<file path="config.mk">
export PLATFORM = sky130hd
export DESIGN_NAME = ifetch_stage
export DESIGN_NICKNAME = d
export VERILOG_FILES = /design/src/rtl/ifetch_pkg.sv /design/src/rtl/ifetch_perf.sv /design/src/rtl/ifetch_stage.sv
export SDC_FILE = /design/constraint.sdc
export NUM_CORES = 1
export LEC_CHECK = 0
export CAP_MARGIN = 20
export CORE_AREA = 2 2 115 117
export DETAILED_ROUTE_END_ITERATION = 10
export DIE_AREA = 0 0 117 119
export HOLD_SLACK_MARGIN = 0.06
export MAX_ROUTING_LAYER = met4
export PLACE_DENSITY_LB_ADDON = 0.15
export REMOVE_ABC_BUFFERS = 1
export SLEW_MARGIN = 20
export SYNTH_ARGS = -nofsm -noshare
export SYNTH_HDL_FRONTEND = slang
export SYNTH_SLANG_ARGS = --single-unit
</file>
<file path="constraint.sdc">
create_clock -name CLK -period 3 [get_ports CLK]
set_clock_uncertainty 0.2 [all_clocks]
set_input_delay 0.45 -clock CLK [delete_from_list [all_inputs] [get_ports CLK]]
set_output_delay 0.45 -clock CLK [all_outputs]
set_load 0.02 [all_outputs]
</file>
<file path="src/rtl/ifetch_pkg.sv">
// Shared definitions for the instruction fetch stage: RV32 opcode constants,
// the bubble instruction, the control-flow FSM state type and opcode helpers.
package ifetch_pkg;

  localparam logic [6:0]  OP_JAL    = 7'b1101111;
  localparam logic [6:0]  OP_JALR   = 7'b1100111;
  localparam logic [6:0]  OP_BRANCH = 7'b1100011;
  localparam logic [6:0]  OP_OPIMM  = 7'b0010011;

  // addi x0,x0,0 -- harmless bubble injected into squashed slots
  localparam logic [31:0] NOP       = 32'h00000013;

  typedef enum logic [1:0] {
    RUN,
    RESOLVE,
    REDIRECT
  } fetch_state_t;

  // Opcodes whose successor fetches are speculative and must be squashed
  function automatic logic is_cf(input logic [6:0] op);
    return (op == OP_JAL) || (op == OP_JALR) || (op == OP_BRANCH);
  endfunction

  // Unconditional control flow: always redirects, regardless of b_taken
  function automatic logic is_jump(input logic [6:0] op);
    return (op == OP_JAL) || (op == OP_JALR);
  endfunction

endpackage

</file>
<file path="src/rtl/ifetch_perf.sv">
// Fetch-stage performance counters: captured valid instructions and squashed
// slots. Both wrap naturally at 32 bits and clear on RESET.
module ifetch_perf (
  input  logic        CLK,
  input  logic        RESET,
  input  logic        cap_valid,
  output logic [31:0] fetch_cnt,
  output logic [31:0] squash_cnt
);

  // Count every IF/ID capture as either a real fetch or a squash
  always_ff @(posedge CLK) begin
    if (RESET) begin
      fetch_cnt  <= 32'd0;
      squash_cnt <= 32'd0;
    end else if (cap_valid) begin
      fetch_cnt  <= fetch_cnt + 32'd1;
    end else begin
      squash_cnt <= squash_cnt + 32'd1;
    end
  end

endmodule

</file>
<file path="src/rtl/ifetch_stage.sv">
// Instruction fetch stage: drives the instruction memory address from IP,
// captures the returned word with its PC and PC+4 into the IF/ID register and
// squashes the two shadow fetches behind every branch or jump.
// Optional feature macro: IFETCH_PERF_EN (fetch/squash counters); when it is
// undefined FETCH_CNT and SQUASH_CNT read as zero.
module ifetch_stage
  import ifetch_pkg::*;
#(
  parameter logic [31:0] NOP_WORD = NOP
) (
  input  logic        CLK,
  input  logic        RESET,
  input  logic [31:0] IP,
  input  logic [31:0] PC_def,
  input  logic        b_taken,
  output logic [31:0] imem_addr,
  input  logic [31:0] imem_rdata,
  output logic [31:0] INSTR,
  output logic [31:0] ID_PC,
  output logic [31:0] ID_PC4,
  output logic        ID_VALID,
  output logic [6:0]  OP,
  output logic [31:0] FETCH_CNT,
  output logic [31:0] SQUASH_CNT
);

  fetch_state_t state;
  fetch_state_t next_state;
  logic [31:0]  instr_q;
  logic         is_jump_q;
  logic         cap_valid;
  logic         cf_in_slot;

  // The memory is combinational-read, so the address is IP with no register
  assign imem_addr = IP;

  // Invalid slots present a bubble; OP_OPIMM is never control flow
  assign INSTR = ID_VALID ? instr_q      : NOP_WORD;
  assign OP    = ID_VALID ? instr_q[6:0] : OP_OPIMM;

  assign cf_in_slot = ID_VALID && is_cf(instr_q[6:0]);

  // Decide whether this edge captures a real instruction and where the FSM goes
  always_comb begin
    // NOTE: every output of this block gets a default first so no path can infer a latch.
    cap_valid  = 1'b1;
    next_state = state;
    case (state)
      RUN: begin
        if (cf_in_slot) begin
          cap_valid  = 1'b0;
          next_state = RESOLVE;
        end
      end
      RESOLVE: begin
        cap_valid  = 1'b0;
        next_state = (b_taken || is_jump_q) ? REDIRECT : RUN;
      end
      REDIRECT: begin
        cap_valid  = 1'b1;
        next_state = RUN;
      end
      default: begin
        cap_valid  = 1'b0;
        next_state = RUN;
      end
    endcase
  end

  // IF/ID capture and FSM state update
  always_ff @(posedge CLK) begin
    // NOTE: sequential state uses non-blocking assignments so every register samples pre-edge values.
    if (RESET) begin
      state     <= RUN;
      ID_VALID  <= 1'b0;
      instr_q   <= NOP_WORD;
      ID_PC     <= 32'd0;
      ID_PC4    <= 32'd0;
      is_jump_q <= 1'b0;
    end else begin
      state    <= next_state;
      ID_VALID <= cap_valid;
      instr_q  <= imem_rdata;
      ID_PC    <= IP;
      ID_PC4   <= PC_def;
      if (state == RUN && cf_in_slot) begin
        is_jump_q <= is_jump(instr_q[6:0]);
      end
    end
  end

`ifdef IFETCH_PERF_EN
  ifetch_perf u_perf (
    .CLK        (CLK),
    .RESET      (RESET),
    .cap_valid  (cap_valid),
    .fetch_cnt  (FETCH_CNT),
    .squash_cnt (SQUASH_CNT)
  );
`else
  assign FETCH_CNT  = 32'd0;
  assign SQUASH_CNT = 32'd0;
`endif

endmodule

</file>
Word-level counts from Yosys, hierarchy flattened
Cells that the tools add are included.
{"block": "word_totals", "ff_bits": 100, "inputBits": 99, "output_inout_bits": 200, "wordCells": 25}
{"block": "op_classes", "n_eq_ne": 6, "n_mux": 7, "n_reduce_logical": 6}
{"operator": "32-bit two-way mux", "count": 1}
{"operator": "7-bit equality test (second input constant)", "count": 3}
{"operator": "7-bit two-way mux", "count": 1}
{"operator": "2-bit two-way mux", "count": 2}
{"operator": "2-bit case mux with 2 select lines", "count": 1}
{"operator": "1-bit logical OR", "count": 3}
{"operator": "2-bit by 1-bit equality test with 1-bit output (second input constant)", "count": 1}
{"operator": "2-bit equality test (second input constant)", "count": 1}
{"operator": "1-bit logical AND", "count": 2}
{"operator": "2-bit logical NOT", "count": 1}
{"operator": "2-bit inequality test (second input constant)", "count": 1}
{"operator": "1-bit case mux with 2 select lines", "count": 1}
{"operator": "1-bit two-way mux", "count": 1}

Logic depth before layout (Yosys ltp)
Gate-level depths: netlist of run 1.
{"block": "depth", "word_depth": 6, "depth_mapped": 4}

Worst setup path before layout of run 1
OpenSTA, ideal clock, no wires.
{"block": "synth_timing", "path_kind": "reg2out", "startpoint": "register ID_VALID", "endpoint": "output OP[5]", "arrival_time_ns": 1.171, "required_ns": 2.350, "setup_slack_ns": 1.179, "path_stages_with_launch": 4, "cell_sequence": "dfxtp_1 -> clkbuf_1 -> and2_1 -> buf_4"}
{"block": "synth_via", "elab_chain_cells": 1}
{"item": "start: declaration", "line": "ifetch_stage.sv:21", "rtl": "output logic ID_VALID,"}
{"item": "start signal: assignment", "line": "ifetch_stage.sv:82", "rtl": "ID_VALID <= cap_valid;"}
{"item": "7-bit two-way mux", "line": "ifetch_stage.sv:39", "rtl": "assign OP = ID_VALID ? instr_q[6:0] : OP_OPIMM;"}
{"item": "end: declaration", "line": "ifetch_stage.sv:22", "rtl": "output logic [6:0] OP,"}
Every way passes these cells.

Final worst setup path of run 1
{"block": "layout_timing", "startpoint": "register ID_VALID", "endpoint": "output INSTR[10]"}
{"block": "layout_via", "elab_chain_cells": 1}
{"item": "32-bit two-way mux", "line": "ifetch_stage.sv:38", "rtl": "assign INSTR = ID_VALID ? instr_q : NOP_WORD;"}
{"item": "end: declaration", "line": "ifetch_stage.sv:18", "rtl": "output logic [31:0] INSTR,"}
Every way passes these cells.

==> summary.txt, run 1 <==
Detailed routing
  • DRT iter0 DRCs: 88
  • Vias: 2655
  • Final ANT Viol Nets: 0
  • Routed wire length: 8.683 mm
  • Number of vias per cell: about 3.6
  • DRC viols: 0
  • Per-cell routed wire length: around 12 um
  • Pre-Repair DR Iteration Count: 4

Floorplanning
  • Die Area: about 14000 um^2
  • Initial Utilization: between 20% and 30%
  • Core Area: roughly 13000 um^2
  • # rows: 42
  • Die Y: 119 um
  • I/O pin count: approximately 300
  • Die width: 117 um

Setup path
  • CP Capture Type: output port
  • Critical path class: flip-flop to output port
  • Worst Setup Start Kind: flip-flop
  • CP Launch Point: ID_VALID$_SDFF_PP0_
  • Worst Path Max Fanout: 21
  • Crit path DAT: 1900 ps
  • Reg-to-reg startpoint: ID_VALID$_SDFF_PP0_
  • Req. time, crit path: 2350 ps
  • Register-to-register path setup slack: 1550 ps

Clocking
  • CTS buffer count: 9
  • Hold buffer count at CTS: 0
  • Maximum clock insertion buffer count: 2
  • Max H-tree Level: 3
  • CTS tree: done
  • CTS resizes: 0
  • Root buf cell: clkbuf_16
  • Clk sinks: 100
  • Clock Pin Slew Worst Setup and Hold Paths: around 60 ps
  • Postcts setup bufs: 0
  • Worst skew pair latency: 350 ps

GRT
  • GRT Total Usage: 12.43%
  • First-pass GRT wire length: 12.52 mm
  • Vias in the first global route: 2522
  • Largest net degree at the start of global routing: 69
  • GRT overflow: 0
  • Initial antenna violation count: 0

Place
  • Final Wtd Congestion: 0.7035
  • Pre-CTS WS: 772.5 ps
  • # port buffers: 234
  • DP HPWL: about 6.6 mm
  • Placed cell count: 717

Timing
  • Final worst slack: 454.3 ps
  • Setup TNS: 0 ps
  • Slew margin rel.: 51.78%
  • Max-slew violation count: 0
  • # setup viols final: 0
  • Tcrit/Tclk final: 84.86%
  • Final hold violation count: 0
  • Fin crit period: 2546 ps
  • Tightest Pin Transition: around 720 ps
  • Fmax: 392.8 MHz
  • RSZ-0062 raised after global routing: no

Min path
  • Hold WC Path Type: flip-flop to flip-flop
  • HP Start: state[1]$_SDFFE_PP0P_

Synth
  • Avg Cell Area, Syn: 10.45 um^2
  • Yosys reg bits: 100
  • Yosys warning total: 0
  • Synthesized area: 3741 um^2
  • Cell variety after synth: 18
  • Seq/Total Area, Yosys: 53.51%
  • Cells after Synth: 358

Layout
  • Final Non-Filler Cells: around 730
  • Filler instances: 1250
  • # nets final: about 650
  • Final Util: 46.77%
  • Ant diodes: 0
  • Share of cells above drive strength 1: 4.129%
  • Area growth syn-to-layout: 60.97%

Flow run
  • Max-cap violations: 0

Pwr
  • Cell Pwr Density: 523.8 nW/um^2
  • P_leak: between 0.002 and 0.0025 uW
  • Worst VDD drop: roughly 270 uV

Outcome
  • Outcome: complete, no violations
## where the power goes
part           internal, uW  total [uW]  switching, uW  leakage, uW
Clock                   677        1150            478     0.000149
Sequential             1400        1420           19.1     0.000833
Combinational           299         583            284      0.00143
Total                  2370        3150            781      0.00241
## cell type report
class | instances | area [um^2] | area share, %
Clock buffer | 16 | 301.5 | 5.007
Timing Repair Buffer | 237 | 2362 | 39.23
Tap cell | 176 | 220.2 | 3.657
Multi-Input combinational cell | 204 | 1136 | 18.87
Sequential cell | 100 | 2002 | 33.24
## synthesized netlist by cell type
library cell	count	area, um^2
buf_4	103	773.2
dfxtp_1	100	2002
nor2b_1	94	588.1
and2_1	29	181.4
buf_2	11	55.05
clkbuf_1	3	11.26
nand2b_1	3	18.77
or2_2	3	18.77
nor3_1	2	10.01
or2b_1	2	15.01
conb_1	1	3.750
mux2i_1	1	10.01
nand3b_1	1	7.510
nand4b_1	1	8.760
nor2_1	1	3.750
nor3b_2	1	12.51
nor4_2	1	12.51
nor4b_1	1	8.760
## cells by family after synthesis
group / Yosys count / share of synthesized area, %
buffers and inverters: 117 / 22.44
DFF: 100 / 53.51
muxes: 1 / 0.2676
other: 1 / 0.1002
and+or+nand+nor: 139 / 23.68
## cells in the final DEF (no fill, tap or decap)
cell,netlist,layout
nand2b_1,3,3
clkbuf_16,0,9
nand4b_1,1,1
dfxtp_1,100,100
nor4b_1,1,1
clkbuf_8,0,5
clkdlybuf4s50_1,0,233
or2_2,3,3
nor2_1,1,1
mux2i_1,1,1
buf_4,103,4
nor4_2,1,1
and2_1,29,29
nand3b_1,1,1
or2b_1,2,2
nor3b_2,1,1
nor2b_1,94,94
conb_1,1,64
nor3_1,2,2
clkbuf_1,3,2
## through the flow
step	area [um^2]	hold WS [ps]	power [uW]
after floorplan	3138	189.2	1661
after global placement	5720	212.7	2029
after detailed placement	5720	228.4	2032
after CTS	6022	237.5	3203
after global routing	6022	260.3	3285
final	6022	242.9	3154
## final timing paths
| path | cells after the start | end |
|---|---|---|
| worst max-delay path | 3 | INSTR[10] |
| worst min-delay path | 1 | state[1]$_SDFFE_PP0P_ |
| worst max register to register | 3 | is_jump_q$_SDFFE_PP0P_ |
| worst min register to register | 1 | state[1]$_SDFFE_PP0P_ |
## state kept, by name, indices dropped and copies added, names as in the netlist
signal and flops:
ID_VALID 1, ID_PC4 32, is_jump_q 1, ID_PC 32, instr_q 32, state 2
## critical path, stage by stage, from the launching register on
cell	delay (ps)
dfxtp_1	530
buf_4	270
and2_1	150
clkdlybuf4s50_1	600
## layer usage
metal / wire [um] / vias to the layer above / GRT usage [%]
met1: 3585 / 1176 / 13.39
li1: - / 1302 / -
met4: 194 / 0 / 6.838
met2: 4092 / 162 / 19.65
met3: 811 / 15 / 4.580
met5: 0 / - / -
(Power assumes the default switching activity.)
==> run 2, diff against run 1 <==
--- a/config.mk
+++ b/config.mk
@@ -6,9 +6,9 @@
 export NUM_CORES = 1
 export LEC_CHECK = 0
 export CAP_MARGIN = 20
-export CORE_AREA = 2 2 115 117
+export CORE_AREA = 2 2 116 118
 export DETAILED_ROUTE_END_ITERATION = 10
-export DIE_AREA = 0 0 117 119
+export DIE_AREA = 0 0 118 120
 export HOLD_SLACK_MARGIN = 0.06
 export MAX_ROUTING_LAYER = met4
 export PLACE_DENSITY_LB_ADDON = 0.15
==> constraint.sdc (replaced) <==
create_clock -name CLK -period 2.5 [get_ports CLK]
set_clock_uncertainty 0.2 [all_clocks]
set_input_delay 0.375 -clock CLK [delete_from_list [all_inputs] [get_ports CLK]]
set_output_delay 0.375 -clock CLK [all_outputs]
set_load 0.02 [all_outputs]
==> run 2 against run 1 <==
Effect of this change:
- via count down 1.4%
- die area increased by 1.7%
- final area rose by 0.60%
- core utilization is 0.099 points lower
- critical path depth unchanged
- power rose by 25%
- non-clock buffer count is 1 lower
- clock power grew 34%
- global-route usage barely moved
- worst hold slack worse by 14 ps
- critical path type unchanged
- critical endpoint is now INSTR[0]
- highest routed layer unchanged
==> summary.txt, run 2 (synthesis results as in run 1) <==
Place
  • Final Wtd Congestion: 0.7113 (was 0.7035)
  • # port buffers: 234 (unchanged)
  • DP HPWL: 6.718 mm (was 6.552 mm)
  • Pre-CTS WS: 417.8 ps (was 772.5 ps)
  • Placed cell area: 5725 um^2 (was 5720 um^2)

Setup path
  • Worst Path Max Fanout: 34 (was 21)
  • Critical path class: flip-flop to output port (unchanged)
  • Worst r2r path cells: 4 (was 3)
  • Req. time, crit path: 1920 ps (was 2350 ps)
  • Reg-to-reg startpoint: ID_VALID$_SDFF_PP0_ (unchanged)
  • Worst Setup Start Kind: flip-flop (unchanged)
  • CP Capture Type: output port (unchanged)
  • Crit path DAT: 1730 ps (was 1900 ps)
  • CP Launch Point: ID_VALID$_SDFF_PP0_ (unchanged)

Floorplanning
  • Die Y: 120 um (was 119 um)
  • I/O pin count: 299 (unchanged)
  • Core Area: 12980 um^2 (was 12870 um^2)
  • # rows: 42 (unchanged)
  • Initial Utilization: 28.82% (was 29.06%)
  • Die width: 118 um (was 117 um)
  • Die Area: 14160 um^2 (was 13920 um^2)

Detailed routing
  • Vias: 2619 (was 2655)
  • Per-cell routed wire length: 11.86 um (was 11.85 um)
  • Number of vias per cell: 3.578 (was 3.622)
  • Routed wire length: 8.680 mm (was 8.683 mm)
  • Final ANT Viol Nets: 0 (unchanged)
  • DRT iter0 DRCs: 95 (was 88)
  • DRC viols: 0 (unchanged)
  • Pre-Repair DR Iteration Count: 4 (unchanged)

Pwr
  • P_leak: 0.002425 uW (was 0.002411 uW)
  • Cell Pwr Density: 650.9 nW/um^2 (was 523.8 nW/um^2)
  • Worst VDD drop: 313.6 uV (was 273.0 uV)

Timing
  • Tightest Pin Transition: 520.9 ps (was 723.3 ps)
  • Max-slew violation count: 0 (unchanged)
  • Final hold violation count: 0 (unchanged)
  • Setup TNS: 0 ps (unchanged)
  • # setup viols final: 0 (unchanged)
  • Hold WS: 228.4 ps (was 242.9 ps)
  • Fin crit period: between 2000 and 2500 ps
  • RSZ-0062 raised after global routing: no (unchanged)
  • Final worst slack: 198.8 ps (was 454.3 ps)
  • Slew margin rel.: 65.28% (was 51.78%)
  • Fmax: 434.6 MHz
  • Tcrit/Tclk final: roughly 92%

Layout
  • Area growth syn-to-layout: 61.94% (was 60.97%)
  • Final Util: 46.67% (was 46.77%)
  • Share of cells above drive strength 1: 3.957% (was 4.129%)
  • Most frequent cells in the layout: clkdlybuf4s50_1, dfxtp_1, nor2b_1 (unchanged)
  • # nets final: 650 (was 651)
  • Design area: 6058 um^2 (was 6022 um^2)
  • Biggest regs: ID_PC4 (32), ID_PC (32), instr_q (32) (unchanged)
  • Commonest non-fill, non-tap cell in the layout: clkdlybuf4s50_1 (unchanged)
  • Ant diodes: 0 (unchanged)

Clocking
  • Root buf cell: clkbuf_16 (unchanged)
  • Maximum clock insertion buffer count: 2 (unchanged)
  • Worst skew pair latency: 350 ps (about the same)
  • CTS buffer count: 9 (unchanged)
  • Clock Pin Slew Worst Setup and Hold Paths: 70 ps (was 60 ps)
  • CTS tree: done (unchanged)
  • Hold buffer count at CTS: 0 (unchanged)
  • Clk sinks: 100 (unchanged)
  • Postcts setup bufs: 0 (unchanged)
  • Max H-tree Level: 3 (unchanged)
  • CTS resizes: 0 (unchanged)

GRT
  • Vias in the first global route: 2418 (was 2522)
  • GRT overflow: 0 (unchanged)
  • Initial antenna violation count: 0 (unchanged)
  • First-pass GRT wire length: 12.97 mm (was 12.52 mm)
  • Largest net degree at the start of global routing: 55 (was 69)
  • GRT Total Usage: 12.47% (was 12.43%)

Min path
  • HP Start: state[1]$_SDFFE_PP0P_ (unchanged)
  • Hold WC Path Type: flip-flop to flip-flop (unchanged)
  • Worst hold path depth: 1 (unchanged)

Flow run
  • Max-cap violations: 0 (unchanged)

Outcome
  • Outcome: complete, no violations (unchanged)
[run 2: cell types whose count changed in the layout (fill, tap and decap cells not counted), sizes merged]
cell	previous run	this run
buf	4	3
clkinv	0	2
clkbuf	16	11
bufinv	0	3
[run 2: stage by stage]
| step | power [uW] | cells |
|---|---|---|
| floorplan | 1993 | 304 |
| global placement | 2438 | 716 |
| detailed placement | 2442 | 716 |
| CTS | 4007 | 732 |
| global route | 4119 | 732 |
| finish | 3944 | 732 |
[run 2: layer usage]
layer | up-vias | share of wire (%) | global-route usage, %
li1 | 1306 | - | -
met1 | 1140 | 43 | 14.97
met2 | 162 | 46 | 18.71
met3 | 11 | 8.4 | 4.135
met4 | 0 | 2.3 | 6.325
met5 | - | 0 | -
[run 2: cell type report]
| class | instances | area (um^2) |
|---|---|---|
| Clock buffer | 11 | 232.7 |
| Multi-Input combinational cell | 204 | 1136 |
| Timing Repair Buffer | 236 | 2367 |
| Sequential cell | 100 | 2002 |
| Clock inverter | 5 | 100.1 |
| Fill cell | 1274 | 6922 |
| Tap cell | 176 | 220.2 |
[run 2: final timing paths]
kind | end | slack (ps)
hold reg to reg | state[1]$_SDFFE_PP0P_ | 230
hold / removal | state[1]$_SDFFE_PP0P_ | 230
setup / recovery | INSTR[0] | 200
setup reg to reg | is_jump_q$_SDFFE_PP0P_ | 1020
[run 2: where the power goes]
group | switching, uW | internal [uW] | leakage, uW
clock | 568 | 975 | 0.000163
sequential | 19.7 | 1680 | 0.000833
combinational | 345 | 360 | 0.00143
[run 2: critical path: stages (launching register included)]
cell and delay, ps:
dfxtp_1 300, buf_4 260, or2b_1 280, clkdlybuf4s50_1 540
==> run 3, diff against run 2 <==
--- a/config.mk
+++ b/config.mk
@@ -13,7 +13,7 @@
 export MAX_ROUTING_LAYER = met4
 export PLACE_DENSITY_LB_ADDON = 0.15
 export REMOVE_ABC_BUFFERS = 1
-export SLEW_MARGIN = 20
+export SLEW_MARGIN = 5
 export SYNTH_ARGS = -nofsm -noshare
 export SYNTH_HDL_FRONTEND = slang
 export SYNTH_SLANG_ARGS = --single-unit
==> results of run 3 <==
The final DEF is identical to that of run 2; final timing and power are the same.
